--- src/rtl/div.sv ---
// Radix-2 restoring 32-bit divider for div/divu; result is {remainder, quotient}.
module div (
    input  logic        clk,
    input  logic        rst,
    input  logic        signed_div_i,
    input  logic [31:0] opdata1_i,
    input  logic [31:0] opdata2_i,
    input  logic        start_i,
    input  logic        annul_i,
    output logic [63:0] result_o,
    output logic        ready_o
);

    localparam int unsigned DW = 32;

    typedef enum logic [1:0] {
        ST_FREE   = 2'd0,
        ST_BYZERO = 2'd1,
        ST_ON     = 2'd2,
        ST_END    = 2'd3
    } state_t;

    state_t              state_q,    state_d;
    logic [5:0]          cnt_q,      cnt_d;
    logic [2*DW:0]       dividend_q, dividend_d;
    logic [DW-1:0]       divisor_q,  divisor_d;
    logic                neg1_q,     neg1_d;
    logic                neg2_q,     neg2_d;
    logic [2*DW-1:0]     result_q,   result_d;
    logic                ready_q,    ready_d;

    logic [DW:0]         diff;
    logic                op1_neg;
    logic                op2_neg;
    logic [DW-1:0]       abs1;
    logic [DW-1:0]       abs2;
    logic [DW-1:0]       quot;
    logic [DW-1:0]       rem;

    // Operand conditioning, trial subtraction and sign correction of the final result.
    always_comb begin
        op1_neg = signed_div_i & opdata1_i[DW-1];
        op2_neg = signed_div_i & opdata2_i[DW-1];
        abs1    = op1_neg ? (~opdata1_i + DW'(1)) : opdata1_i;
        abs2    = op2_neg ? (~opdata2_i + DW'(1)) : opdata2_i;
        diff    = {1'b0, dividend_q[2*DW-1:DW]} - {1'b0, divisor_q};
        quot    = (neg1_q ^ neg2_q) ? (~dividend_q[DW-1:0] + DW'(1)) : dividend_q[DW-1:0];
        rem     = neg1_q ? (~dividend_q[2*DW:DW+1] + DW'(1)) : dividend_q[2*DW:DW+1];
    end

    // Next-state and next-output logic; annul outranks start, and is ignored in END.
    always_comb begin
        state_d    = state_q;
        cnt_d      = cnt_q;
        dividend_d = dividend_q;
        divisor_d  = divisor_q;
        neg1_d     = neg1_q;
        neg2_d     = neg2_q;
        result_d   = result_q;
        ready_d    = ready_q;

        case (state_q)
            ST_FREE: begin
                result_d = '0;
                ready_d  = 1'b0;
                if (start_i && !annul_i) begin
                    divisor_d  = abs2;
                    neg1_d     = op1_neg;
                    neg2_d     = op2_neg;
                    dividend_d = {DW'(0), abs1, 1'b0};
                    cnt_d      = 6'd0;
                    state_d    = (opdata2_i == '0) ? ST_BYZERO : ST_ON;
                end
            end
            ST_BYZERO: begin
                if (annul_i) begin
                    result_d = '0;
                    ready_d  = 1'b0;
                    state_d  = ST_FREE;
                end else begin
                    result_d = '0;
                    ready_d  = 1'b1;
                    state_d  = ST_END;
                end
            end
            ST_ON: begin
                if (annul_i) begin
                    result_d = '0;
                    ready_d  = 1'b0;
                    state_d  = ST_FREE;
                end else if (cnt_q != 6'd32) begin
                    if (diff[DW]) begin
                        dividend_d = {dividend_q[2*DW-1:0], 1'b0};
                    end else begin
                        dividend_d = {diff[DW-1:0], dividend_q[DW-1:0], 1'b1};
                    end
                    cnt_d = cnt_q + 6'd1;
                end else begin
                    result_d = {rem, quot};
                    ready_d  = 1'b1;
                    state_d  = ST_END;
                end
            end
            ST_END: begin
                if (!start_i) begin
                    result_d = '0;
                    ready_d  = 1'b0;
                    state_d  = ST_FREE;
                end
            end
            default: begin
                state_d = ST_FREE;
            end
        endcase
    end

    // State and output registers with synchronous reset.
    always_ff @(posedge clk) begin
        if (rst) begin
            state_q    <= ST_FREE;
            cnt_q      <= 6'd0;
            dividend_q <= '0;
            divisor_q  <= '0;
            neg1_q     <= 1'b0;
            neg2_q     <= 1'b0;
            result_q   <= '0;
            ready_q    <= 1'b0;
        end else begin
            state_q    <= state_d;
            cnt_q      <= cnt_d;
            dividend_q <= dividend_d;
            divisor_q  <= divisor_d;
            neg1_q     <= neg1_d;
            neg2_q     <= neg2_d;
            result_q   <= result_d;
            ready_q    <= ready_d;
        end
    end

    assign result_o = result_q;
    assign ready_o  = ready_q;

endmodule

--- config.mk ---
export PLATFORM = sky130hd
export DESIGN_NAME = div
export DESIGN_NICKNAME = d
export VERILOG_FILES = /design/src/rtl/div.sv
export SDC_FILE = /design/constraint.sdc
export NUM_CORES = 1
export LEC_CHECK = 0
export ABC_AREA = 1
export CORE_MARGIN = 1.5
export CORE_UTILIZATION = 42
export DETAILED_ROUTE_END_ITERATION = 8
export DONT_BUFFER_PORTS = 1
export GPL_ROUTABILITY_DRIVEN = 0
export HOLD_SLACK_MARGIN = 0.02
export PLACE_DENSITY = 0.62
export SETUP_SLACK_MARGIN = 0.15
export SLEW_MARGIN = 25
export SYNTH_ARGS = -nofsm -noshare
export SYNTH_HDL_FRONTEND = slang
export SYNTH_SLANG_ARGS = --single-unit
--- constraint.sdc ---
create_clock -name clk -period 3.15 [get_ports clk]
set_input_delay 0.4725 -clock clk [delete_from_list [all_inputs] [get_ports clk]]
set_output_delay 0.4725 -clock clk [all_outputs]
set_load 0.05 [all_outputs]
==> summary.txt <==
Pwr
  – Flop pwr share: 30.8%
  – Comb power frac: 46.9%
  – Leakage power: 6.52 nW
  – Pwr Total: 9.84 mW
  – Peak VDD IR: 0.000404 V
  – Psw: 4.80 mW
  – Internal power: 5.04 mW
  – Power Dens Cells: 717 mW/mm²
  – Clock network fraction of total power: 22.4%
  – Net Sw Frac: 48.8%

Synth
  – Ys Warns: 0
  – Distinct cells, synth: 46
  – Mapped cell area: 0.0128 mm²
  – Sequential-to-total area share from yosys stat: 26.9%
  – Cells after Synth: 2,178
  – Seq cells post-synth: 172
  – Synthesized Nets: 2,291
  – Post-synthesis average cell area: 5.88 µm²

STA
  – Relative slew margins: 56.4%
  – Worst slew pin tran: 0.653 ns
  – Final hold vios: 0
  – Minimum clock period: 2.47 ns
  – RSZ-0062 raised after global routing: no
  – Final worst path period share: 78.3%
  – Slew Viols, Final: 0
  – Hold slack: 0.0916 ns
  – Setup Viol. Count Final: 0
  – Max Clock Skew: 0.0139 ns
  – Fmax: 0.405 GHz
  – Setup TNS: 0 ns

Placed design
  – Cell Area, Placed: 0.0131 mm²
  – Post-detail-place hpwl: 30.8 mm
  – Placed cell count: 2,507
  – Buffers added on ports: 0

Global route
  – Grt total ovfl: 0
  – Number of global-route vias before repair: 11.9k
  – Initial antenna violation count: 0
  – Global Route Usage Sum: 25.2%
  – First-pass GRT wire length: 63.1 mm
  – Largest net degree at the start of global routing: 139

Floorplanning
  – Core area: 0.0298 mm²
  – Initial Utilization: 42.9%
  – Die Y-Extent: 178 µm
  – Die area: 0.0315 mm²
  – Top-Level Pins: 134
  – Site Rows: 63
  – Die X: 178 µm

Final layout
  – # fillers: 3,203
  – Final nets: 2,249
  – Design Area, Final: 0.0137 mm²
  – Layout Cells excl Fill: 2,539
  – Share of cells above drive strength 1: 4.14%
  – Syn-to-layout area delta: 7.18%
  – Area occupied by registers: 0.00344 mm²
  – Diodes inserted: 0
  – Area of the multi-input gates: 0.00776 mm²

Clock tree
  – Clock buffer depth: 2
  – CTS tree: built
  – Clk slew on worst S/H paths: 0.08 ns
  – Postcts setup bufs: 0
  – Hold buffer count at CTS: 0
  – CTS Buf Count: 17
  – Clock root cell: clkbuf_16
  – Post-CTS sizing: 0
  – # clock sinks: 172
  – CTS H-Tree Depth: 4
  – Clk_lat worst skew: 0.45 ns

Run status
  – Outcome: finished clean

Drt
  – First-pass DRT Iterations: 8
  – Vias per std cell: 5.31
  – Final ANT Viol Nets: 0
  – Via count: 13.5k
  – Number of DRC markers in iteration 0: 1,315
  – DRT Wirelength: 39.6 mm
  – # DRC: 0
  – Routed WL per cell: 15.6 µm

Critical path
  – Worst-path maximum fanout: 22
  – CP endpoint kind: flop
  – Worst setup path class: reg2reg
  – Worst Path Required: 3.53 ns
  – Type of origin of the critical path: flop
  – Arrival @ worst endpoint: 2.84 ns

Worst hold path
  – Hold Crit Class: in2reg

Flow run
  – Max-cap violations: 0
## state kept, by name, summed over array words and instances (netlist names)
name and cells:
dividend_q 65, result_o 64, divisor_q 32, cnt_q 6, state_q 2, neg1_q 1, neg2_q 1, ready_o 1
## cell usage after synthesis (all sizes together)
cell,count,area (µm²)
nand3,250,1260
buf,39,209
and2,3,18.8
nand3b,4,30.0
o221ai,4,35.0
nor2,183,709
nor3,22,120
nand4,35,219
xor2,27,236
a21oi,187,940
ha,43,538
a211oi,1,7.51
nor3b,2,15.0
dfxtp,172,3440
a21boi,3,22.5
clkbuf,40,150
fa,1,20.0
or2,11,68.8
nor4,2,12.5
o21ai,99,514
nand2,647,2450
o21bai,4,30.0
o22ai,1,6.26
a31oi,10,62.6
o211ai,11,82.6
and3,3,18.8
inv,332,1250
clkinv,1,3.75
a32oi,2,17.5
o31ai,2,15.0
a22oi,21,158
a21o,1,7.51
xnor2,15,131
## power groups by stage
stage	Clock [mW]	Sequential (mW)	Combinational [mW]
global placement	0	3.05	4.52
detailed placement	0	3.06	4.53
finish	2.20	3.03	4.61
CTS	2.25	3.01	4.54
floorplan	0	2.92	3.56
global route	2.32	3.07	5.23
## per-stage QoR
| step | setup slack (ns) | util, % |
|---|---|---|
| 2_1_floorplan | 1.09 | - |
| 3_3_place_gp | 0.799 | 44.0 |
| 3_5_place_dp | 0.741 | 44.0 |
| 4_1_cts | 0.715 | 46.0 |
| 5_1_grt | 0.422 | 46.0 |
| 6_report | 0.682 | 46.0 |
## final cells by class
class	count	share of cell area [%]
Inverter	333	9.11
Multi-Input combinational cell	1594	56.6
Clock buffer	17	3.10
Timing Repair Buffer	18	1.17
Tap cell	390	3.56
Clock inverter	15	1.39
Sequential cell	172	25.1
## final timing paths
check / startpoint / end / slack, ns / cells past startpoint
setup reg to reg: state_q[0]$_SDFFE_PP0P_ / dividend_q[52]$_SDFFE_PP0P_ / 0.68 / 12
hold / removal: rst / divisor_q[31]$_SDFFE_PP0P_ / 0.09 / 1
setup / recovery: state_q[0]$_SDFFE_PP0P_ / dividend_q[52]$_SDFFE_PP0P_ / 0.68 / 12
hold reg to reg: divisor_q[31]$_SDFFE_PP0P_ / divisor_q[31]$_SDFFE_PP0P_ / 0.47 / 2
## routing by layer
metal	part of all wire (%)	vias to the layer above	GRT usage, %
li1	-	6922	-
met1	50	5998	39.4
met2	38	523	33.9
met3	10	33	6.43
met4	1.2	0	4.83
met5	0	-	0
## cell families after synthesis
logic type / count (synthesis) / synth area share [%]
simple gates: 1162 / 38.4
buf+inv: 412 / 12.6
compound gates: 346 / 14.8
flops: 172 / 26.9
fa+ha+maj: 44 / 4.36
xor+xnor: 42 / 2.87
## cell usage in the layout, fill, tap and decap left out, types with 3 or more instances in the layout
cell type  synthesis  layout
a21boi_0           3       3
a21oi_1          186     186
a22oi_1           21      21
a31oi_1           10      10
and2_1             3       3
and3_1             3       3
buf_4              3      16
clkbuf_16          0      17
clkinv_8           0       6
dfxtp_1          172     172
ha_1              43      43
inv_1            327     327
inv_2              5       5
inv_6              0       3
inv_8              0       3
nand2_1          640     639
nand2_2            6       7
nand3_1          249     249
nand3b_1           4       4
nand4_1           35      35
nor2_1           178     178
nor2_2             3       3
nor3_1            20      19
o211ai_1          11      11
o21ai_0           87      87
o21ai_1            7       7
o21ai_2            5       5
o21bai_1           4       4
o221ai_1           4       4
or2_2             11      11
xnor2_1           15      15
xor2_1            27      27
## worst max-delay path, stage by stage, from the launching register on
cell and delay [ns]:
dfxtp_1 0.32, inv_1 0.11, ha_1 0.26, inv_2 0.08
nor2_1 0.18, nand2_1 0.13, o21ai_2 0.09, nand3_1 0.15
inv_2 0.40, nand2_2 0.31, o21ai_0 0.17, nand2_1 0.07
a21oi_1 0.12
Note: power is estimated with default switching activity, not from simulation.
